**src/rtl/uart_tx_scheduler_pkg.sv**
```systemverilog
// Shared definitions for the UART transmit scheduler: FSM state encoding,
// bit-time formula and counter sizing helper.
package uart_tx_scheduler_pkg;

    typedef enum logic [1:0] {
        ST_IDLE = 2'd0,
        ST_BUSY = 2'd1,
        ST_GAP  = 2'd2
    } state_t;

    localparam int TIMEOUT_MULT = 12;

    function automatic int bit_cycles(input int clk_hz, input int baud);
        return clk_hz / baud;
    endfunction

    // Width that holds 0..max(a,b) without wrapping.
    function automatic int cnt_width(input int a, input int b);
        int m;
        m = (a > b) ? a : b;
        return $clog2(m + 1);
    endfunction

endpackage

```
**src/rtl/uart_tx_scheduler_rr_arbiter.sv**
```systemverilog
// Combinational round-robin arbiter: lowest-distance requester from ptr wins,
// result given as one-hot grant, binary index and an any-request flag.
module rr_arbiter #(
    parameter int N = 4
) (
    input  logic [N-1:0]         req,
    input  logic [$clog2(N)-1:0] ptr,
    output logic [N-1:0]         grant,
    output logic [$clog2(N)-1:0] idx,
    output logic                 any
);

    localparam int IW = $clog2(N);

    logic [IW-1:0] pos;

    always_comb begin
        grant = '0;
        idx   = '0;
        any   = 1'b0;
        pos   = '0;
        for (int k = 0; k < N; k++) begin
            pos = IW'((int'(ptr) + k) % N);
            if (!any && req[pos]) begin
                any        = 1'b1;
                idx        = pos;
                grant[pos] = 1'b1;
            end
        end
    end

endmodule

```
**src/rtl/uart_tx_scheduler.sv**
```systemverilog
// Shares one UART transmitter among NUM_REQ byte producers: round-robin accept,
// hold the byte for the whole frame, enforce an idle gap and abort hung frames.
module uart_tx_scheduler
    import uart_tx_scheduler_pkg::*;
#(
    parameter int NUM_REQ     = 4,
    parameter int clk_rate    = 1000000,
    parameter int baud_rate   = 9600,
    parameter int BIT_CYCLES  = bit_cycles(clk_rate, baud_rate),
    parameter int GAP_CYCLES  = BIT_CYCLES,
    parameter int TIMEOUT_CYC = TIMEOUT_MULT * BIT_CYCLES
) (
    input  logic                       clk,
    input  logic                       rst,
    input  logic [NUM_REQ-1:0]         req_valid,
    input  logic [NUM_REQ*8-1:0]       req_data,
    output logic [NUM_REQ-1:0]         req_ready,
    output logic [7:0]                 tx_data,
    output logic                       tx_start,
    input  logic                       tx_done,
    output logic [$clog2(NUM_REQ)-1:0] grant_id,
    output logic                       busy,
    output logic                       timeout_err
);

    localparam int IDW = $clog2(NUM_REQ);
    localparam int CW  = cnt_width(TIMEOUT_CYC, GAP_CYCLES);

    state_t           state;
    state_t           state_nxt;
    logic [CW-1:0]    wd_cnt;
    logic [CW-1:0]    gap_cnt;
    logic [IDW-1:0]   rr_ptr;
    logic [IDW-1:0]   rr_ptr_nxt;
    logic [NUM_REQ-1:0] win_grant;
    logic [IDW-1:0]   win_idx;
    logic             win_any;
    logic [7:0]       win_byte;
    logic             accept;
    logic             abort;

    rr_arbiter #(
        .N(NUM_REQ)
    ) u_arb (
        .req   (req_valid),
        .ptr   (rr_ptr),
        .grant (win_grant),
        .idx   (win_idx),
        .any   (win_any)
    );

    always_comb begin
        win_byte = '0;
        for (int i = 0; i < NUM_REQ; i++) begin
            if (win_grant[i]) begin
                win_byte = req_data[8*i +: 8];
            end
        end
    end

    assign rr_ptr_nxt = (win_idx == IDW'(NUM_REQ - 1)) ? '0 : win_idx + 1'b1;

    // Ready is only offered while idle and never while reset is held.
    assign req_ready = (state == ST_IDLE && rst) ? win_grant : '0;
    assign tx_start  = (state == ST_BUSY);
    assign busy      = (state != ST_IDLE);

    always_comb begin
        state_nxt = state;
        accept    = 1'b0;
        abort     = 1'b0;
        case (state)
            ST_IDLE: begin
                if (win_any) begin
                    accept    = 1'b1;
                    state_nxt = ST_BUSY;
                end
            end
            ST_BUSY: begin
                // A completing frame takes priority over the watchdog.
                if (tx_done) begin
                    state_nxt = ST_GAP;
                end else if (wd_cnt == CW'(TIMEOUT_CYC - 1)) begin
                    abort     = 1'b1;
                    state_nxt = ST_GAP;
                end
            end
            ST_GAP: begin
                if (gap_cnt == CW'(GAP_CYCLES - 1)) begin
                    state_nxt = ST_IDLE;
                end
            end
            default: state_nxt = ST_IDLE;
        endcase
    end

    always_ff @(posedge clk or negedge rst) begin
        if (!rst) begin
            state       <= ST_IDLE;
            wd_cnt      <= '0;
            gap_cnt     <= '0;
            rr_ptr      <= '0;
            tx_data     <= '0;
            grant_id    <= '0;
            timeout_err <= 1'b0;
        end else begin
            state       <= state_nxt;
            timeout_err <= abort;
            if (accept) begin
                tx_data  <= win_byte;
                grant_id <= win_idx;
                rr_ptr   <= rr_ptr_nxt;
            end
            if (state == ST_BUSY && state_nxt == ST_BUSY) begin
                wd_cnt <= wd_cnt + 1'b1;
            end else begin
                wd_cnt <= '0;
            end
            if (state == ST_GAP && state_nxt == ST_GAP) begin
                gap_cnt <= gap_cnt + 1'b1;
            end else begin
                gap_cnt <= '0;
            end
        end
    end

endmodule

```
**config.mk**
```make
export PLATFORM = sky130hd
export DESIGN_NAME = uart_tx_scheduler
export DESIGN_NICKNAME = d
export VERILOG_FILES = /design/src/rtl/uart_tx_scheduler_pkg.sv /design/src/rtl/uart_tx_scheduler_rr_arbiter.sv /design/src/rtl/uart_tx_scheduler.sv
export SDC_FILE = /design/constraint.sdc
export NUM_CORES = 1
export LEC_CHECK = 0
export CAP_MARGIN = 40
export CORE_MARGIN = 5
export CORE_UTILIZATION = 55
export DETAILED_ROUTE_END_ITERATION = 8
export GPL_TIMING_DRIVEN = 0
export PLACE_DENSITY = 0.93
export SLEW_MARGIN = 20
export SYNTH_ARGS = -nofsm -noshare
export SYNTH_HDL_FRONTEND = slang
export SYNTH_SLANG_ARGS = --single-unit
```
**constraint.sdc**
```tcl
create_clock -name clk -period 7.1 [get_ports clk]
set_clock_uncertainty 0.15 [all_clocks]
set_input_delay 2.13 -clock clk [delete_from_list [all_inputs] [get_ports clk]]
set_output_delay 2.13 -clock clk [all_outputs]
set_load 0.01 [all_outputs]
```
==> reports/qor.csv, run 1 <==
stage,metric,value,unit
clocking,TritonCTS Buffers,5,
clocking,hold buffer count at cts,0,
logic_synthesis,Gate Count Post-Synth,298,
clocking,CTS sink count,37,
sta,Tcrit/Tclk final,98.8,%
logic_synthesis,Syn. warnings,0,
logic_synthesis,Syn Nets,346,
routing,WL final,7.02,mm
cells_and_area,final-layout fill cell count,363,
sta,final setup fails,0,
routing,Detail Route Antenna Nets,0,
clocking,Skew-Pair Late Insertion Delay,0.29,ns
logic_synthesis,Cell variety after synth,47,
critical_path,CP max FO,10,
routing,Via density,5.77,
logic_synthesis,ys flop type,dfrtp_1,
die,Die Wd,80.5,um
cells_and_area,Synth-to-Final Area Change,29.3,%
logic_synthesis,syn_area_per_cell,9.17,sq um
critical_path,flop-to-flop setup slack,3.79,ns
logic_synthesis,ranking of synthesized cells by area,"dfrtp_1 (34%), nor2_1 (4.7%), ha_1 (4.1%)",
critical_path,crit path max-delay cell type,mux4_2,
critical_path,worst r2r path cells,10,
logic_synthesis,Synth top area share,33.9,%
global_route,global route overflow,0,
clocking,# H-tree levels,2,
worst_hold_path,Worst Hold Class,flip-flop to flip-flop,
global_route,largest net degree at the start of global routing,26,
flow_run,max cap viols,0,
pwr,leakage power,1.52,nW
cells_and_area,# nets final,412,
pwr,VDD IR max,0.000272,V
die,Die Area,0.00648,sq mm
logic_synthesis,post-synth top area cell,dfrtp_1,
sta,min cycle time layout,7.02,ns
placement,DP Area,0.00339,sq mm
clocking,CTS tree,done,
clocking,Worst-path clk slew,0.07,ns
clocking,deepest clock path buffer count,2,
routing,DR iter-0 viols,118,
critical_path,Setup CP Type,input pin to output port,
critical_path,Worst EP arrival,4.74,ns
logic_synthesis,Netlist Area Pre-Place,0.00273,sq mm
routing,drt drc,0,
cells_and_area,Finished Core Util,73.9,%
sta,Final Max Tran Viols,0,
critical_path,worst path cell trace,"clkdlybuf4s50_1, mux4_2, buf_4, a21o_1, o21ai_1, a21oi_2, clkdlybuf4s50_1",
sta,endpoints failing hold,0,
die,# rows,25,
critical_path,Critical Path RT,4.82,ns
routing,drt pass-1 iters,4,
sta,Worst-Margin Slew,0.656,ns
cells_and_area,layout cells sized above 1,15.4,%
critical_path,type of origin of the critical path,input pin,
worst_hold_path,hold endpoint,wd_cnt[0],
cells_and_area,post-route insts no fill,431,
status,status,completed,
worst_hold_path,hold_sp,wd_cnt[0],
cells_and_area,Final Cell Area,0.00353,sq mm
clocking,Root Buffer,clkbuf_8,
global_route,antenna violations before repair,0,
global_route,first-pass GRT wire length,11.6,mm
die,Ports,56,
placement,placed wire-length estimate after detailed placement,5.26,mm
cells_and_area,sequential cell area,926,sq um
die,Initial Utilization,57.1,%
die,area of the core,0.00479,sq mm
pwr,pwr/cell area,429,mW/mm^2
logic_synthesis,#FFs+latches synth,37,
critical_path,Critical Path Most Common Cell,clkdlybuf4s50_1,
worst_hold_path,Hold Path Stages,1,
critical_path,largest stage delay on the critical path,0.56,ns
logic_synthesis,sequential-to-total area share from yosys stat,33.9,%
global_route,vias in the first global route,2468,
placement,placer congestion estimate,0.826,
critical_path,Critical R2R Capture,tx_data[3],
logic_synthesis,number of synthesized flops with an enable pin,0,
global_route,Total GRT Usage,22.9,%
placement,Buffers on Ports,55,
sta,final worst setup slack,0.0834,ns
sta,Sum Neg Setup Slack,0,ns
routing,via count,2489,
logic_synthesis,Post-synth ARST share,100,%
sta,max_slew headroom,56.3,%
critical_path,CP endpoint kind,output port,
placement,DP Cell Count,421,
placement,pre-CTS setup slack,-0.181,ns
routing,WL per Instance,16.3,um
cells_and_area,ant diodes,0,
die,Die Span Y,80.5,um
sta,RSZ-0062 raised after global routing,no,
sta,max frequency,0.143,GHz
cells_and_area,multi-input logic area,0.00168,sq mm
## final cells by class
| cell class | instances | share of cell area, % |
|---|---|---|
| buffer | 16 | 2.83 |
| sequential | 37 | 26.2 |
| tap | 67 | 2.37 |
| inverter | 17 | 1.81 |
| clock buffer | 7 | 2.44 |
| multi-input combinational | 228 | 47.5 |
| timing repair buffer | 59 | 16.9 |
## Yosys cell counts (9+ instances only)
cell,instances
a21oi_1,20
and3_1,10
dfrtp_1,37
ha_1,9
inv_1,17
nand2_1,18
nand3_1,9
nor2_1,34
o21bai_1,9
xnor2_1,9
xor2_1,9
## worst max path at each step
| stage | endpoint | cells past startpoint | slack [ns] | start |
|---|---|---|---|---|
| 2_1_floorplan | req_ready[1] | 6 | 1.09 | req_valid[2] |
| 3_3_place_gp | req_ready[0] | 4 | -0.1 | rst |
| 3_5_place_dp | req_ready[1] | 8 | -0.18 | req_valid[2] |
| 4_1_cts | req_ready[0] | 8 | 0.06 | req_valid[3] |
| 5_1_grt | req_ready[2] | 8 | 0.006 | req_valid[2] |
| 6_report | req_ready[0] | 7 | 0.08 | req_valid[2] |
## per-stage QoR
stage | hold slack, ns | total power, mW
finish | 0.344 | 1.52
global route | 0.361 | 1.62
CTS | 0.344 | 1.49
detailed placement | 0.318 | 1.32
global placement | 0.322 | 1.28
floorplan | 0.305 | 1.04
## metal layers
layer	vias up	routed length, um	GRT usage (%)
li1	1204	-	-
met1	1199	3060	29.1
met2	76	3500	40.1
met3	10	376	4.26
met4	0	80	5.57
met5	-	0	0
## where the power goes
group / switching, mW / internal, mW
logic: 0.597 / 0.473
registers: 0.0383 / 0.262
clock network: 0.0701 / 0.0770
## layout by cell type (no fill, tap or decap), drive strengths merged, types with 3 or more instances in the layout
| cell type | Yosys | routed |
|---|---|---|
| a211oi | 8 | 8 |
| a21boi | 8 | 8 |
| a21o | 4 | 4 |
| a21oi | 22 | 22 |
| and2 | 3 | 3 |
| and3 | 10 | 10 |
| buf | 11 | 16 |
| clkbuf | 5 | 12 |
| clkdlybuf4s50 | 0 | 52 |
| dfrtp | 37 | 37 |
| ha | 9 | 9 |
| inv | 17 | 17 |
| mux2 | 3 | 3 |
| mux4 | 4 | 4 |
| nand2 | 20 | 20 |
| nand2b | 4 | 4 |
| nand3 | 9 | 9 |
| nand3b | 3 | 3 |
| nand4 | 4 | 4 |
| nor2 | 34 | 34 |
| nor2b | 5 | 5 |
| nor4 | 8 | 8 |
| o211ai | 8 | 8 |
| o21ai | 6 | 6 |
| o21bai | 9 | 9 |
| o31a | 8 | 8 |
| o31ai | 8 | 8 |
| xnor2 | 9 | 9 |
| xor2 | 9 | 9 |
## state kept, by name (all words and copies together) (netlist names), named ones only
signal and cells:
wd_cnt 11, grant_id 2, rr_ptr 1, timeout_err 1, gap_cnt 11, state 2
tx_data 8
## cell families (layout without fill, tap and decap cells)
family	Yosys count	count (layout)	share of synthesized area, %
and+or+nand+nor	106	106	20.0
AOI/OAI and AO/OA	87	87	25.6
DFF	37	37	33.9
buffers and inverters	33	99	5.81
xor gates and xnor gates	18	18	5.77
adders and majority gates	9	9	4.12
muxes	8	8	4.90
## repair_timing
item | in CTS | in global routing
resized for setup | 3 | 10
endpoints found under the setup margin | 2 | 3
buffers inserted | 3 | 0
pin swaps | 1 | 1
## critical path, delay by kind of cell
kind            cells  cell delay, ns
buf+inv             3            1.21
compound gates      3            0.84
mux                 1            0.56
Note: power is estimated with default switching activity, not from simulation.
==> run 2, diff against run 1 <==
--- a/config.mk
+++ b/config.mk
@@ -6,7 +6,7 @@
 export NUM_CORES = 1
 export LEC_CHECK = 0
 export CAP_MARGIN = 40
-export CORE_MARGIN = 5
+export CORE_MARGIN = 1
 export CORE_UTILIZATION = 55
 export DETAILED_ROUTE_END_ITERATION = 8
 export GPL_TIMING_DRIVEN = 0
==> reports/qor.csv, run 2 (synthesis gave the netlist of run 1 again) <==
stage,metric,value,unit,change
placement,DP Area,0.00339,sq mm,unchanged
routing,via count,2678,,+7.6%
sta,Final Max Tran Viols,0,,unchanged
worst_hold_path,Worst Hold Class,flip-flop to flip-flop,,
global_route,first-pass GRT wire length,12.2,mm,+5.2%
die,area of the core,0.00475,sq mm,-0.65%
clocking,hold buffer count at cts,0,,unchanged
cells_and_area,# nets final,416,,+0.97%
placement,placer congestion estimate,0.850,,+2.9%
sta,max_slew headroom,55.2,%,-1.0 points
pwr,leakage power,1.58,nW,+4.3%
pwr,register share of total power,18.4,%,-1.4 points
die,Die Span Y,72.5,um,-9.9%
routing,DR iter-0 viols,359,,+200%
pwr,sw power,0.747,mW,+5.9%
die,Die Area,0.00525,sq mm,-19%
critical_path,CP endpoint kind,output port,,
pwr,Power Total,1.64,mW,+8.3%
placement,Buffers on Ports,55,,unchanged
cells_and_area,largest registers,"gap_cnt: 11 flops, wd_cnt: 11 flops, tx_data: 8 flops",,
pwr,Clock Power Share,13.7,%,+4.0 points
cells_and_area,Final Cell Area,0.00361,sq mm,+2.2%
sta,endpoints failing hold,0,,unchanged
sta,Worst-Margin Slew,0.672,ns,+0.0157 ns
routing,WL final,7.88,mm,+12%
clocking,TritonCTS Buffers,5,,unchanged
critical_path,Setup CP Type,input pin to output port,,
cells_and_area,layout cells sized above 1,16.3,%,+0.88 points
critical_path,type of origin of the critical path,input pin,,
sta,min cycle time layout,7.05,ns,+0.0307 ns
status,status,completed,,
routing,drt pass-1 iters,7,,+3
placement,placed wire-length estimate after detailed placement,5.08,mm,-3.5%
die,Initial Utilization,57.5,%,+0.38 points
sta,Tcrit/Tclk final,99.3,%,+0.43 points
flow_run,max cap viols,0,,unchanged
critical_path,CP max FO,10,,unchanged
global_route,vias in the first global route,2521,,+2.1%
clocking,CTS tree,done,,
sta,max frequency,0.142,GHz,-0.44%
clocking,Skew-Pair Late Insertion Delay,0.29,ns,about the same
pwr,switching power share of the total,45.5,%,-1.0 points
critical_path,Critical Path RT,4.82,ns,about the same
global_route,largest net degree at the start of global routing,26,,unchanged
routing,Detail Route Antenna Nets,0,,unchanged
pwr,pwr/cell area,455,mW/mm^2,+6.0%
die,# rows,25,,unchanged
cells_and_area,ant diodes,0,,unchanged
sta,final setup fails,0,,unchanged
sta,Sum Neg Setup Slack,0,ns,unchanged
clocking,deepest clock path buffer count,2,,unchanged
cells_and_area,"most common cell after layout, fill and taps aside",clkdlybuf4s50_1,,
global_route,global route overflow,0,,unchanged
pwr,combinational share of power,68.0,%,-2.5 points
routing,Via density,6.14,,+6.4%
clocking,Worst-path clk slew,0.08,ns,about the same
clocking,# H-tree levels,2,,unchanged
die,Ports,56,,unchanged
global_route,antenna violations before repair,0,,unchanged
clocking,Root Buffer,clkbuf_8,,
clocking,CTS sink count,37,,unchanged
pwr,Int Power,0.896,mW,+10%
die,Die Wd,72.5,um,-9.9%
global_route,Total GRT Usage,30.1,%,+7.2 points
critical_path,Worst EP arrival,4.77,ns,+0.03 ns
routing,WL per Instance,18.1,um,+11%
cells_and_area,final-layout fill cell count,318,,-12%
pwr,VDD IR max,0.000304,V,+12%
routing,drt drc,0,,unchanged
cells_and_area,most frequent cells in the layout,"clkdlybuf4s50_1 (51), dfrtp_1 (37), nor2_1 (34)",,
cells_and_area,Synth-to-Final Area Change,32.1,%,
[run 2: changes by cell type in the layout (fill, tap and decap cells not counted), sizes merged]
cell / change
clkdlybuf4s50: -1
clkbuf: -2
bufinv: +2
dlygate4sd2: -1
dlymetal6s2s: +2
buf: +4
inv: +1
[run 2: worst paths after layout]
check,end,slack [ns],startpoint,depth (start not counted)
min in group asynchronous,wd_cnt[7],1.60,rst,1
max,req_ready[0],0.05,req_valid[1],8
max reg2reg,tx_data[0],3.66,flip-flop,10
min reg2reg,grant_id[1],0.35,grant_id[1],1
max in group asynchronous,gap_cnt[6],4.75,rst,2
min,grant_id[1],0.35,grant_id[1],1
[run 2: power by group through the flow]
| stage | combinational (mW) | clock [mW] | sequential, mW |
|---|---|---|---|
| 2_1_floorplan | 0.725 | 0 | 0.310 |
| 3_3_place_gp | 0.978 | 0 | 0.301 |
| 3_5_place_dp | 1.01 | 0 | 0.304 |
| 4_1_cts | 1.05 | 0.226 | 0.300 |
| 5_1_grt | 1.19 | 0.236 | 0.306 |
| 6_report | 1.12 | 0.224 | 0.302 |
[run 2: what timing repair did]
action | in CTS | in global routing
pin swaps | 1 | 1
setup buffers | 4 | 3
endpoints found under the setup margin | 2 | 4
gates cloned | 0 | 0
resized for setup | 3 | 5
[run 2: metal layers]
metal | vias up | wire, um | share of wire (%) | global-route usage (%)
met5 | - | 0 | 0 | 0
met1 | 1295 | 3310 | 42 | 38.6
met3 | 24 | 450 | 5.7 | 4.72
met2 | 145 | 3900 | 50 | 51.7
met4 | 0 | 215 | 2.7 | 10.2
li1 | 1214 | - | - | -
[run 2: layout make-up]
type	count	area, sq um	area share [%]
well taps	67	83.8	2.32
plain buffers	16	95.1	2.63
clock buffers	5	68.8	1.91
flip-flops and latches	37	926	25.6
multi-input cells	228	1670	46.3
clock inverters	3	68.8	1.91
repair buffers	63	633	17.5
inverters	17	63.8	1.77
[run 2: critical path: stages]
cell	delay, ns
clkdlybuf4s50_1	0.48
mux4_2	0.53
nor4b_4	0.34
buf_4	0.18
buf_4	0.18
nand2_2	0.17
a21oi_1	0.18
clkdlybuf4s50_1	0.56
[run 2: through the flow]
step	hold slack, ns	setup WS, ns	utilization, %	cells
final	0.354	0.0527	75.9	436
after global routing	0.378	-0.0334	75.9	436
after CTS	0.359	0.0247	75.1	433
after detailed placement	0.333	-0.266	71.3	421
after global placement	0.322	-0.191	70.8	420
after floorplan	0.305	1.09	-	298
==> run 3, diff against run 2 <==
--- a/config.mk
+++ b/config.mk
@@ -7,10 +7,10 @@
 export LEC_CHECK = 0
 export CAP_MARGIN = 40
 export CORE_MARGIN = 1
-export CORE_UTILIZATION = 55
+export CORE_UTILIZATION = 56
 export DETAILED_ROUTE_END_ITERATION = 8
 export GPL_TIMING_DRIVEN = 0
-export PLACE_DENSITY = 0.93
+export PLACE_DENSITY = 0.94
 export SLEW_MARGIN = 20
 export SYNTH_ARGS = -nofsm -noshare
 export SYNTH_HDL_FRONTEND = slang
==> reports/qor.csv, run 3 (synthesis gave the netlist of run 1 again) <==
stage,metric,value,unit,change
status,status,"finished, violations left",,
status,failing checks,design-rule violations,,
global_route,vias in the first global route,2406,,-4.6%
routing,WL final,6.85,mm,-13%
worst_hold_path,Worst Hold Class,flip-flop to flip-flop,,
cells_and_area,ant diodes,0,,unchanged
sta,final setup fails,0,,unchanged
pwr,register share of total power,19.6,%,+1.2 points
routing,Via density,5.75,,-6.3%
global_route,Total GRT Usage,27.3,%,-2.8 points
sta,RSZ-0062 raised after global routing,no,,
clocking,Skew-Pair Late Insertion Delay,0.28,ns,about the same
die,# rows,25,,unchanged
pwr,switching power share of the total,45.1,%,-0.41 points
sta,hold slack,0.344,ns,-0.00994 ns
pwr,leakage power,1.52,nW,-3.9%
pwr,Clock Power Share,12.1,%,-1.6 points
sta,Tcrit/Tclk final,98.4,%,-0.84 points
pwr,VDD IR max,0.000275,V,-9.5%
clocking,Root Buffer,clkbuf_8,,
cells_and_area,layout cells sized above 1,15.1,%,-1.2 points
flow_run,max cap viols,0,,unchanged
sta,endpoints failing hold,0,,unchanged
placement,Buffers on Ports,55,,unchanged
routing,Detail Route Antenna Nets,0,,unchanged
routing,drt pass-1 iters,6,,-1
critical_path,Critical Path RT,4.82,ns,about the same
pwr,pwr/cell area,433,mW/mm^2,-4.7%
die,Die Area,0.00516,sq mm,-1.7%
global_route,largest net degree at the start of global routing,27,,+3.8%
critical_path,"CP delay by family, top",buffers and inverters,,
cells_and_area,most frequent cells in the layout,"clkdlybuf4s50_1 (51), dfrtp_1 (37), nor2_1 (33)",,
clocking,deepest clock path buffer count,2,,unchanged
cells_and_area,"most common cell after layout, fill and taps aside",clkdlybuf4s50_1,,
cells_and_area,final-layout fill cell count,329,,+3.5%
clocking,TritonCTS Buffers,5,,unchanged
critical_path,Critical Path Most Common Cell,a21oi_4,,
die,Initial Utilization,57.9,%,+0.38 points
critical_path,type of origin of the critical path,input pin,,
clocking,CTS sink count,37,,unchanged
critical_path,CP endpoint kind,output port,,
critical_path,worst path cell trace,"clkdlybuf4s50_1, mux4_2, clkbuf_4, a21oi_4, a21oi_4, a21oi_4, nor2_2, clkdlybuf4s50_1",,
placement,placer congestion estimate,0.844,,-0.69%
sta,max_slew headroom,59.2,%,+4.0 points
routing,via count,2480,,-7.4%
critical_path,Worst EP arrival,4.71,ns,-0.06 ns
sta,max frequency,0.143,GHz,+0.86%
pwr,Int Power,0.843,mW,-5.8%
clocking,CTS tree,done,,
clocking,hold buffer count at cts,0,,unchanged
critical_path,WP buf/inv,3,,-1
routing,DR iter-0 viols,191,,-47%
placement,placed wire-length estimate after detailed placement,4.94,mm,-2.7%
critical_path,Setup CP Type,input pin to output port,,
die,Ports,56,,unchanged
die,area of the core,0.00472,sq mm,-0.66%
clocking,Worst-path clk slew,0.07,ns,about the same
cells_and_area,Synth-to-Final Area Change,29.6,%,
die,Die Span Y,71.9,um,-0.87%
global_route,antenna violations before repair,0,,unchanged
critical_path,largest stage delay on the critical path,0.55,ns,about the same
cells_and_area,# nets final,411,,-1.2%
routing,WL per Instance,15.9,um,-12%
sta,Final Max Tran Viols,0,,unchanged
clocking,# H-tree levels,2,,unchanged
pwr,combinational share of power,68.4,%,+0.4 points
sta,Worst-Margin Slew,0.604,ns,-0.0678 ns
routing,drt drc,2,,+2
critical_path,crit path max-delay cell type,mux4_2,,
pwr,sw power,0.692,mW,-7.4%
sta,min cycle time layout,6.99,ns,-0.0599 ns
cells_and_area,largest registers,"gap_cnt: 11 flops, wd_cnt: 11 flops, tx_data: 8 flops",,
die,Die Wd,71.9,um,-0.87%
global_route,first-pass GRT wire length,11.0,mm,-9.8%
critical_path,CP max FO,10,,unchanged
sta,Sum Neg Setup Slack,0,ns,unchanged
global_route,global route overflow,0,,unchanged
==> run 3: repair_timing <==
| action | 4_1_cts | 5_1_grt |
|---|---|---|
| setup buffers | 2 | 0 |
| pin swaps | 0 | 2 |
| gates resized for setup | 3 | 6 |
| endpoints found under the setup margin | 2 | 3 |
==> run 3: layer usage <==
metal / routed length, um / global-route usage, % / up-vias / share of wire (%)
met3: 330 / 4.64 / 4 / 4.8
li1: - / - / 1201 / -
met1: 2970 / 37.3 / 1193 / 43
met4: 63 / 5.45 / 0 / 0.92
met2: 3490 / 45.9 / 82 / 51
met5: 0 / 0 / - / 0
==> run 3: worst paths after layout <==
path	startpoint	end	slack (ns)	depth (start not counted)
max in group asynchronous	rst	gap_cnt[5]	4.77	2
worst min register to register	gap_cnt[0]	gap_cnt[0]	0.34	1
worst max-delay path	req_valid[1]	req_ready[2]	0.11	8
worst max register to register	flip-flop	tx_data[1]	3.77	10
min in group asynchronous	rst	tx_data[5]	1.59	1
worst min-delay path	gap_cnt[0]	gap_cnt[0]	0.34	1
==> run 3: final cells by class <==
type                            instances  area [sq um]  share of cell area [%]
Tap cell                               67          83.8                    2.37
Clock inverter                          1          30.0                   0.848
Inverter                               17          63.8                    1.80
Timing Repair Buffer                   58           584                    16.5
Clock buffer                            7          86.3                    2.44
Sequential cell                        37           926                    26.1
Buffer                                 16          97.6                    2.76
Multi-Input combinational cell        228          1670                    47.1
==> run 3: worst reg2reg max path, stage by stage, from the launching register on <==
cell and delay (ns):
dfrtp_1 0.51, buf_4 0.25, inv_1 0.10, ha_1 0.38, mux4_2 0.39, clkbuf_4 0.22, a21oi_1 0.20, a21oi_1 0.22
nor4_1 0.52, o31a_1 0.20, o31ai_2 0.07
==> run 3: power groups by stage <==
stage	Clock (mW)	Combinational (mW)	Sequential (mW)
floorplan	0	0.725	0.310
global placement	0	0.973	0.303
detailed placement	0	1.01	0.304
CTS	0.188	1.02	0.301
global route	0.198	1.13	0.306
finish	0.185	1.05	0.300
==> run 3: through the flow <==
step                std cells  worst slack (ns)  util (%)  total power [mW]  instance area (sq um)
floorplan                 298              1.09         -              1.04                   2730
global placement          420            -0.191      71.3              1.28                   3370
detailed placement        421            -0.264      71.6              1.31                   3380
CTS                       431            0.0472      74.5              1.51                   3520
global route              431            0.0106      75.0              1.64                   3540
finish                    431             0.113      75.0              1.53                   3540
